===== src/rtl/apb_master.sv =====
// APB requester: turns one valid/ready command into one APB transfer plus a one-cycle response pulse.
// Optional ACCESS wait-state timeout is built only when APB_MASTER_TIMEOUT_EN is defined.

module apb_master #(
   parameter int ADDR_W         = 32,
   parameter int DATA_W         = 32,
   parameter int TIMEOUT_CYCLES = 16
) (
   input  logic              pclk,
   input  logic              prstn,
   input  logic              cmd_valid,
   output logic              cmd_ready,
   input  logic              cmd_write,
   input  logic [ADDR_W-1:0] cmd_addr,
   input  logic [DATA_W-1:0] cmd_wdata,
   output logic              rsp_valid,
   output logic [DATA_W-1:0] rsp_rdata,
   output logic              rsp_err,
   output logic              psel,
   output logic              penable,
   output logic              pwrite,
   output logic [ADDR_W-1:0] paddr,
   output logic [DATA_W-1:0] pwdata,
   input  logic [DATA_W-1:0] prdata,
   input  logic              pready,
   input  logic              pslverr
);

   typedef enum logic [1:0] {
      ST_IDLE   = 2'd0,
      ST_SETUP  = 2'd1,
      ST_ACCESS = 2'd2
   } state_t;

   state_t state_r, state_nxt_s;

   logic              cmd_ready_r, cmd_ready_nxt_s;
   logic              psel_r, psel_nxt_s;
   logic              penable_r, penable_nxt_s;
   logic              pwrite_r, pwrite_nxt_s;
   logic [ADDR_W-1:0] paddr_r, paddr_nxt_s;
   logic [DATA_W-1:0] pwdata_r, pwdata_nxt_s;
   logic              rsp_valid_r, rsp_valid_nxt_s;
   logic [DATA_W-1:0] rsp_rdata_r, rsp_rdata_nxt_s;
   logic              rsp_err_r, rsp_err_nxt_s;

   logic accept_s;
   logic done_s;
   logic timeout_s;

   if (TIMEOUT_CYCLES < 1) begin : g_bad_timeout
      $error("apb_master: TIMEOUT_CYCLES must be at least 1");
   end

   // cmd_ready_r is low for the first cycle out of reset, so nothing is accepted then.
   assign accept_s = (state_r == ST_IDLE) && cmd_ready_r && cmd_valid;
   assign done_s   = (state_r == ST_ACCESS) && pready;

`ifdef APB_MASTER_TIMEOUT_EN
   localparam int CNT_W = $clog2(TIMEOUT_CYCLES + 1);

   logic [CNT_W-1:0] wait_cnt_r;

   // Stalled-ACCESS cycle counter, restarted for every accepted command.
   always_ff @(posedge pclk or negedge prstn) begin
      if (!prstn) begin
         wait_cnt_r <= {CNT_W{1'b0}};
      end else if (accept_s) begin
         wait_cnt_r <= {CNT_W{1'b0}};
      end else if ((state_r == ST_ACCESS) && !pready) begin
         wait_cnt_r <= wait_cnt_r + CNT_W'(1);
      end else begin
         wait_cnt_r <= wait_cnt_r;
      end
   end

   assign timeout_s = (state_r == ST_ACCESS) && !pready &&
                      (wait_cnt_r == CNT_W'(TIMEOUT_CYCLES - 1));
`else
   assign timeout_s = 1'b0;
`endif

   // State and every output are registered together.
   always_ff @(posedge pclk or negedge prstn) begin
      if (!prstn) begin
         state_r     <= ST_IDLE;
         cmd_ready_r <= 1'b0;
         psel_r      <= 1'b0;
         penable_r   <= 1'b0;
         pwrite_r    <= 1'b0;
         paddr_r     <= {ADDR_W{1'b0}};
         pwdata_r    <= {DATA_W{1'b0}};
         rsp_valid_r <= 1'b0;
         rsp_rdata_r <= {DATA_W{1'b0}};
         rsp_err_r   <= 1'b0;
      end else begin
         state_r     <= state_nxt_s;
         cmd_ready_r <= cmd_ready_nxt_s;
         psel_r      <= psel_nxt_s;
         penable_r   <= penable_nxt_s;
         pwrite_r    <= pwrite_nxt_s;
         paddr_r     <= paddr_nxt_s;
         pwdata_r    <= pwdata_nxt_s;
         rsp_valid_r <= rsp_valid_nxt_s;
         rsp_rdata_r <= rsp_rdata_nxt_s;
         rsp_err_r   <= rsp_err_nxt_s;
      end
   end

   // Next-state logic: SETUP always lasts one cycle, ACCESS ends on pready or timeout.
   always_comb begin
      state_nxt_s = state_r;
      case (state_r)
         ST_IDLE: begin
            if (accept_s) begin
               state_nxt_s = ST_SETUP;
            end else begin
               state_nxt_s = ST_IDLE;
            end
         end
         ST_SETUP: begin
            state_nxt_s = ST_ACCESS;
         end
         ST_ACCESS: begin
            if (done_s || timeout_s) begin
               state_nxt_s = ST_IDLE;
            end else begin
               state_nxt_s = ST_ACCESS;
            end
         end
         default: begin
            state_nxt_s = ST_IDLE;
         end
      endcase
   end

   // Output values for the next cycle, decoded from the next state.
   always_comb begin
      cmd_ready_nxt_s = (state_nxt_s == ST_IDLE);
      psel_nxt_s      = (state_nxt_s != ST_IDLE);
      penable_nxt_s   = (state_nxt_s == ST_ACCESS);
      rsp_valid_nxt_s = done_s || timeout_s;

      if (accept_s) begin
         pwrite_nxt_s = cmd_write;
         paddr_nxt_s  = cmd_addr;
         pwdata_nxt_s = cmd_write ? cmd_wdata : {DATA_W{1'b0}};
      end else begin
         pwrite_nxt_s = pwrite_r;
         paddr_nxt_s  = paddr_r;
         pwdata_nxt_s = pwdata_r;
      end

      if (done_s) begin
         rsp_err_nxt_s   = pslverr;
         rsp_rdata_nxt_s = pwrite_r ? {DATA_W{1'b0}} : prdata;
      end else if (timeout_s) begin
         rsp_err_nxt_s   = 1'b1;
         rsp_rdata_nxt_s = {DATA_W{1'b0}};
      end else begin
         rsp_err_nxt_s   = rsp_err_r;
         rsp_rdata_nxt_s = rsp_rdata_r;
      end
   end

   assign cmd_ready = cmd_ready_r;
   assign psel      = psel_r;
   assign penable   = penable_r;
   assign pwrite    = pwrite_r;
   assign paddr     = paddr_r;
   assign pwdata    = pwdata_r;
   assign rsp_valid = rsp_valid_r;
   assign rsp_rdata = rsp_rdata_r;
   assign rsp_err   = rsp_err_r;

endmodule


===== config.mk =====
export PLATFORM = sky130hd
export DESIGN_NAME = apb_master
export DESIGN_NICKNAME = d
export VERILOG_FILES = /design/src/rtl/apb_master.sv
export SDC_FILE = /design/constraint.sdc
export NUM_CORES = 1
export LEC_CHECK = 0
export ABC_AREA = 1
export ABC_CLOCK_PERIOD_IN_PS = 1700
export CAP_MARGIN = 10
export CORE_UTILIZATION = 42
export DETAILED_ROUTE_END_ITERATION = 7
export GPL_TIMING_DRIVEN = 0
export PLACE_DENSITY = 0.81
export SYNTH_ARGS = -nofsm -noshare
export SYNTH_HDL_FRONTEND = slang
export SYNTH_SLANG_ARGS = --single-unit

===== constraint.sdc =====
create_clock -name pclk -period 1.7 [get_ports pclk]
set_clock_uncertainty 0.15 [all_clocks]
set_input_delay 0.255 -clock pclk [delete_from_list [all_inputs] [get_ports pclk]]
set_output_delay 0.255 -clock pclk [all_outputs]
set_load 0.02 [all_outputs]

==> reports/qor.yml, run 1 <==
timing:
  rsz0062_at_grt: "no"
  max_slew_margin_pct: 50.4
  period_needed_ns: 1.59
  period_share_pct: 93.8
  tightest_slew_ns: 0.744
  setup_viol: 0
  max_freq_mhz: 627
  hold_viol_final: 0
  maxSlewViolCount: 0
synthesis:
  synth_cell_types: 9
  syn_inst: 579
  synthMuxAreaShare_pct: 0
  yosys.area.top_type: "dfrtp_1"
  synth-edff-count: 0
  synth_top_family_by_area: "simple AND/OR/NAND/NOR gates"
  synth_ff_type: "dfrtp_1"
  netlist_area_sq_um: 4530
  ys_async_sr_fraction_pct: 100
  synth_fa_ha_area_share_pct: 0
  synth_seq_cells: 104
  seq_area_frac_synth_pct: 57.4
  synth.net_count: 681
  synth_area_leaders: "dfrtp_1 (57%), nand2_1 (22%), nand3_1 (7.5%)"
  synth_top_area_share_pct: 57.4
  synth_common_cells: "nand2_1 (268), dfrtp_1 (104), inv_1 (68), nand3_1 (68), nor2_1 (35)"
  synth_compound_area_share_pct: 0
  synth-xor-area-share_pct: 0
  syn_area_per_cell_sq_um: 7.82
  yosysMostFrequentCell: "nand2_1"
  synthSimpleGateAreaFrac_pct: 32.8
  yosys_warnings: 0
detailed_routing:
  drtIter0Drc: 217
  wl_per_cell_microns: 13.5
  vias_per_cell: 4.63
  vias: 4326
  drtPass1Iterations: 4
  post-route-drc-count: 0
  ant_nets: 0
  routed_wirelength_microns: 12600
critical_path:
  critPathCaptureType: "register"
  start_kind: "register"
  worstPathArrival_ns: 1.69
  crit_type: "register to register"
  cp_max_fo: 10
  required_ns: 1.80
die:
  die_x_microns: 106
  die_h_microns: 106
  dieArea_sq_um: 11200
  initial_core_util_pct: 43.7
  core-area_sq_um: 10400
  rows: 37
  io_pins: 204
run_status:
  outcome: "complete, no violations"
clock_tree:
  clockBufferDepth: 2
  cts_tree: "built"
  cts_sinks: 104
  cts_setup_buffers: 0
  path_clk_slew_ns: 0.10
  htreeDepth: 3
  cts_made_buffers: 9
  insertion_delay_ns: 0.35
  root_buffer: "clkbuf_8"
layout:
  stdcell_area_sq_um: 6800
  areaGrowthSynthToFinish_pct: 50.2
  nFillCells: 920
  antenna_cells: 0
  fin_nets: 896
  final_util_pct: 65.6
  layout-drive-gt1-share_pct: 5.76
power:
  power_mw: 11.5
  ir_drop_v: 0.000967
  leakage_nw: 4.06
  p_per_area_nw_per_um2: 1690
grt:
  grt_max_degree: 58
  grt_pass1_wl_microns: 20400
  grt_pass1_vias: 4243
  grt_usage_pct: 23.2
  antenna_found_initial: 0
  grt.overflow.total: 0
placed_design:
  dp_hpwl_microns: 9450
  io_buffers: 202
  place_congestion: 0.884
  placed_area_sq_um: 6750
worst_hold_path:
  hold_class: "primary input to register"
job:
  timing.max_cap.violations: 0
==> power by group <==
part	internal, mW	switching [mW]	leakage [nW]	total (mW)
logic	2.15	3.71	2.64	5.86
registers	3.65	0.632	1.33	4.28
clock network	0.572	0.819	0.0930	1.39
total	6.37	5.16	4.06	11.5
==> cell usage in the layout, fill, tap and decap left out <==
master           synthesis  layout
nand3_1                 68      68
clkdlybuf4s50_1          0      99
buf_4                    9      10
nor2_1                  35      35
nor2_2                   1       1
inv_1                   68      68
clkbuf_1                 7       8
clkbuf_8                 0      10
dfrtp_1                104     104
clkinv_2                 0       3
clkinv_4                 0       2
buf_16                   0       1
nand2_1                268     268
dlygate4sd3_1            0       1
dlygate4sd2_1            0     102
buf_2                   19      19
==> stage by stage <==
| stage | TNS, ns | setup slack, ns | std cells | hold slack (ns) |
|---|---|---|---|---|
| finish | 0 | 0.106 | 935 | 0.141 |
| global route | 0 | 0.00761 | 935 | 0.182 |
| CTS | 0 | 0.104 | 935 | 0.129 |
| detailed placement | -3.19 | -0.108 | 918 | 0.220 |
| global placement | -376.82 | -3.60 | 917 | 0.303 |
| floorplan | 0 | 0.340 | 579 | -0.191 |
==> cells by family after synthesis <==
logic type | count (synthesis)
buffers and inverters | 103
flip-flops | 104
AND/OR/NAND/NOR | 372
==> sequential cells by signal, summed over array words and instances, names as in the netlist <==
signal	count
pwrite	1
paddr	32
rsp_err	1
rsp_valid	1
pwdata	32
psel	1
rsp_rdata	32
cmd_ready	1
state_r	2
penable	1
==> worst max-delay path, stage by stage, from the launching register on <==
cell     delay, ns
dfrtp_1       0.43
nor2_1        0.25
nand2_1       0.15
buf_4         0.20
buf_2         0.19
nand2_1       0.07
nand2_1       0.05
==> routing by layer <==
metal  vias up  GRT usage, %  part of all wire (%)
li1       2146             -                     -
met2       160          40.6                    48
met1      2007          27.6                    42
met4         0          6.55                   1.1
met5         -             0                     0
met3        13          6.80                   8.7
==> worst paths after layout <==
check                           startpoint             to  slack (ns)  depth (start not counted)
worst min-delay path             cmd_write      pwdata[1]        0.14                          5
max in group asynchronous            prstn     pwdata[22]        0.35                          3
worst max register to register  state_r[1]      paddr[10]        0.11                          6
min in group asynchronous            prstn  rsp_rdata[19]        0.36                          2
worst max-delay path            state_r[1]      paddr[10]        0.11                          6
worst min register to register  pwdata[15]     pwdata[15]        0.32                          2
==> what timing repair did <==
action | CTS | global route
endpoints found under the hold margin | 56 | 0
hold buffers | 1 | 0
endpoints found under the setup margin | 102 | 0
gates resized for setup | 102 | 0
==> final cells by class <==
class	instances	area, sq um	share of cell area, %
Buffer	35	189	2.78
Clock buffer	11	141	2.08
Clock inverter	5	32.5	0.478
Inverter	68	255	3.75
Multi-Input combinational cell	372	1480	21.8
Sequential cell	104	2600	38.2
Tap cell	136	170	2.50
Timing Repair Buffer	204	1930	28.4
Power figures use the tool's default switching activity.
==> run 2: changes to the inputs <==
--- a/config.mk
+++ b/config.mk
@@ -6,9 +6,10 @@
 export NUM_CORES = 1
 export LEC_CHECK = 0
 export ABC_AREA = 1
-export ABC_CLOCK_PERIOD_IN_PS = 1700
+export ABC_CLOCK_PERIOD_IN_PS = 1500
 export CAP_MARGIN = 10
 export CORE_UTILIZATION = 42
+export CTS_CLUSTER_DIAMETER = 150
 export DETAILED_ROUTE_END_ITERATION = 7
 export GPL_TIMING_DRIVEN = 0
 export PLACE_DENSITY = 0.81
==> constraint.sdc (replaced) <==
create_clock -name pclk -period 1.5 [get_ports pclk]
set_clock_uncertainty 0.15 [all_clocks]
set_input_delay 0.225 -clock pclk [delete_from_list [all_inputs] [get_ports pclk]]
set_output_delay 0.225 -clock pclk [all_outputs]
set_load 0.02 [all_outputs]
==> reports/qor.yml, run 2 (synthesis results as in run 1) <==
critical_path:
  start_kind: "register"  # unchanged
  max_stage_delay_ns: 0.40  # was 0.43 ns
  cp_max_fo: 2  # was 10
  worstPathCellList: "dlygate4sd2_1"  # was nor2_1 -> nand2_1 -> buf_4 -> buf_2 -> nand2_1 -> nand2_1
  worstPathArrival_ns: 1.10  # was 1.69 ns
  critPathCaptureType: "output pin"  # was register
  slowest_stage: "dfrtp_1"  # unchanged
  cp_top_family: "flip-flops"  # was simple AND/OR/NAND/NOR gates
  crit_type: "register to output pin"  # was register to register
  path_buf_inv: 1  # was 2
  required_ns: 1.12  # was 1.80 ns
  r2r_slack_ns: 0.10  # was 0.11 ns
clock_tree:
  insertion_delay_ns: 0.35  # about the same
  cts_tree: "built"  # unchanged
  root_buffer: "clkbuf_8"  # unchanged
  cts_sinks: 104  # unchanged
  path_clk_slew_ns: 0.10  # about the same
  clockBufferDepth: 2  # unchanged
  htreeDepth: 3  # unchanged
  cts_made_buffers: 9  # unchanged
die:
  io_pins: 204  # unchanged
  core-area_sq_um: 10400  # unchanged
  die_x_microns: 106  # unchanged
  initial_core_util_pct: 43.7  # unchanged
  dieArea_sq_um: 11200  # unchanged
  rows: 37  # unchanged
  die_h_microns: 106  # unchanged
detailed_routing:
  ant_nets: 0  # unchanged
  wl_per_cell_microns: 13.5  # about the same
  drtPass1Iterations: 4  # unchanged
  drtIter0Drc: 200  # was 217
  vias_per_cell: 4.61  # was 4.63
  post-route-drc-count: 0  # unchanged
  vias: 4306  # was 4326
  routed_wirelength_microns: 12600  # about the same
timing:
  period_share_pct: 98.0
  hold_viol_final: 0  # unchanged
  maxSlewViolCount: 0  # unchanged
  rsz0062_at_grt: "yes"  # was no
  fin_hold_ws_ns: 0.111  # was 0.141 ns
  worst_slack_ns: 0.0298  # was 0.106 ns
  max_freq_mhz: 680
  tightest_slew_ns: 0.750  # was 0.744 ns
  max_slew_margin_pct: 50.0  # was 50.4%
  period_needed_ns: 1.47
  setup_viol: 0  # unchanged
job:
  timing.max_cap.violations: 0  # unchanged
worst_hold_path:
  hold_class: "primary input to register"  # unchanged
grt:
  grt_pass1_wl_microns: 20400  # about the same
  grt_usage_pct: 23.2  # about the same
  grt.overflow.total: 0  # unchanged
  grt_max_degree: 58  # unchanged
  grt_pass1_vias: 4251  # was 4243
  antenna_found_initial: 0  # unchanged
layout:
  layout_commonest_cell: "nand2_1"  # unchanged
  mostFrequentLayoutCells: "nand2_1 (267), dfrtp_1 (102), clkdlybuf4s50_1 (99), dlygate4sd2_1 (82)"  # was nand2_1 (268), dfrtp_1 (104), dlygate4sd2_1 (102), clkdlybuf4s50_1 (99)
  final_util_pct: 66.2  # was 65.6%
  fin_nets: 896  # unchanged
  antenna_cells: 0  # unchanged
  nFillCells: 904  # was 920
  areaGrowthSynthToFinish_pct: 51.5  # was 50.2%
  layout-drive-gt1-share_pct: 7.26  # was 5.76%
  stdcell_area_sq_um: 6860  # was 6800 sq um
power:
  p_per_area_nw_per_um2: 1930  # was 1690 nW/um^2
  ir_drop_v: 0.00109  # was 0.000967 V
  power_mw: 13.2  # was 11.5 mW
  leakage_nw: 4.04  # was 4.06 nW
placed_design:
  preCtsSetupSlack_ns: -0.278  # was -0.108 ns
  place_congestion: 0.884  # unchanged
  placed_area_sq_um: 6750  # unchanged
  dp_hpwl_microns: 9450  # unchanged
  io_buffers: 202  # unchanged
run_status:
  outcome: "complete, no violations"  # unchanged
run 2: cell type report:
type | count | area, sq um | area share, %
well taps | 136 | 170 | 2.48
plain buffers | 35 | 226 | 3.30
clock buffers | 11 | 141 | 2.06
flip-flops and latches | 104 | 2610 | 38.0
multi-input cells | 372 | 1490 | 21.8
clock inverters | 5 | 32.5 | 0.474
inverters | 68 | 255 | 3.72
repair buffers | 204 | 1940 | 28.3
run 2: through the flow:
step,TNS [ns],instances
2_1_floorplan,0,579
3_3_place_gp,-409.39,917
3_5_place_dp,-18.28,918
4_1_cts,0,935
5_1_grt,-0.00509,935
6_report,0,935
run 2: final timing paths:
path / end / from / cells after the start
worst max-delay path: pwdata[8] / pwdata[8] / 1
worst min-delay path: pwdata[1] / cmd_write / 5
worst max register to register: paddr[10] / state_r[0] / 6
worst min register to register: pwdata[15] / pwdata[15] / 2
max in group asynchronous: pwdata[22] / prstn / 3
min in group asynchronous: rsp_rdata[19] / prstn / 2
run 2: timing repair:
item	4_1_cts	5_1_grt
pin swaps	0	2
hold buffers	1	0
setup buffers	0	0
setup endpoints to repair	155	104
endpoints found under the hold margin	56	0
resized for setup	106	46
run 2: per-layer routing:
layer  vias up  share of wire (%)  GRT usage, %
met4         0               0.98          6.55
met5         -                  0             0
met3        10                8.9          6.80
met1      1995                 41          27.6
li1       2148                  -             -
met2       153                 49          40.7
run 2: report_power, final:
part	switching, mW	total, mW	internal, mW
registers	0.739	4.88	4.14
clock network	0.919	1.57	0.648
logic	4.21	6.77	2.55
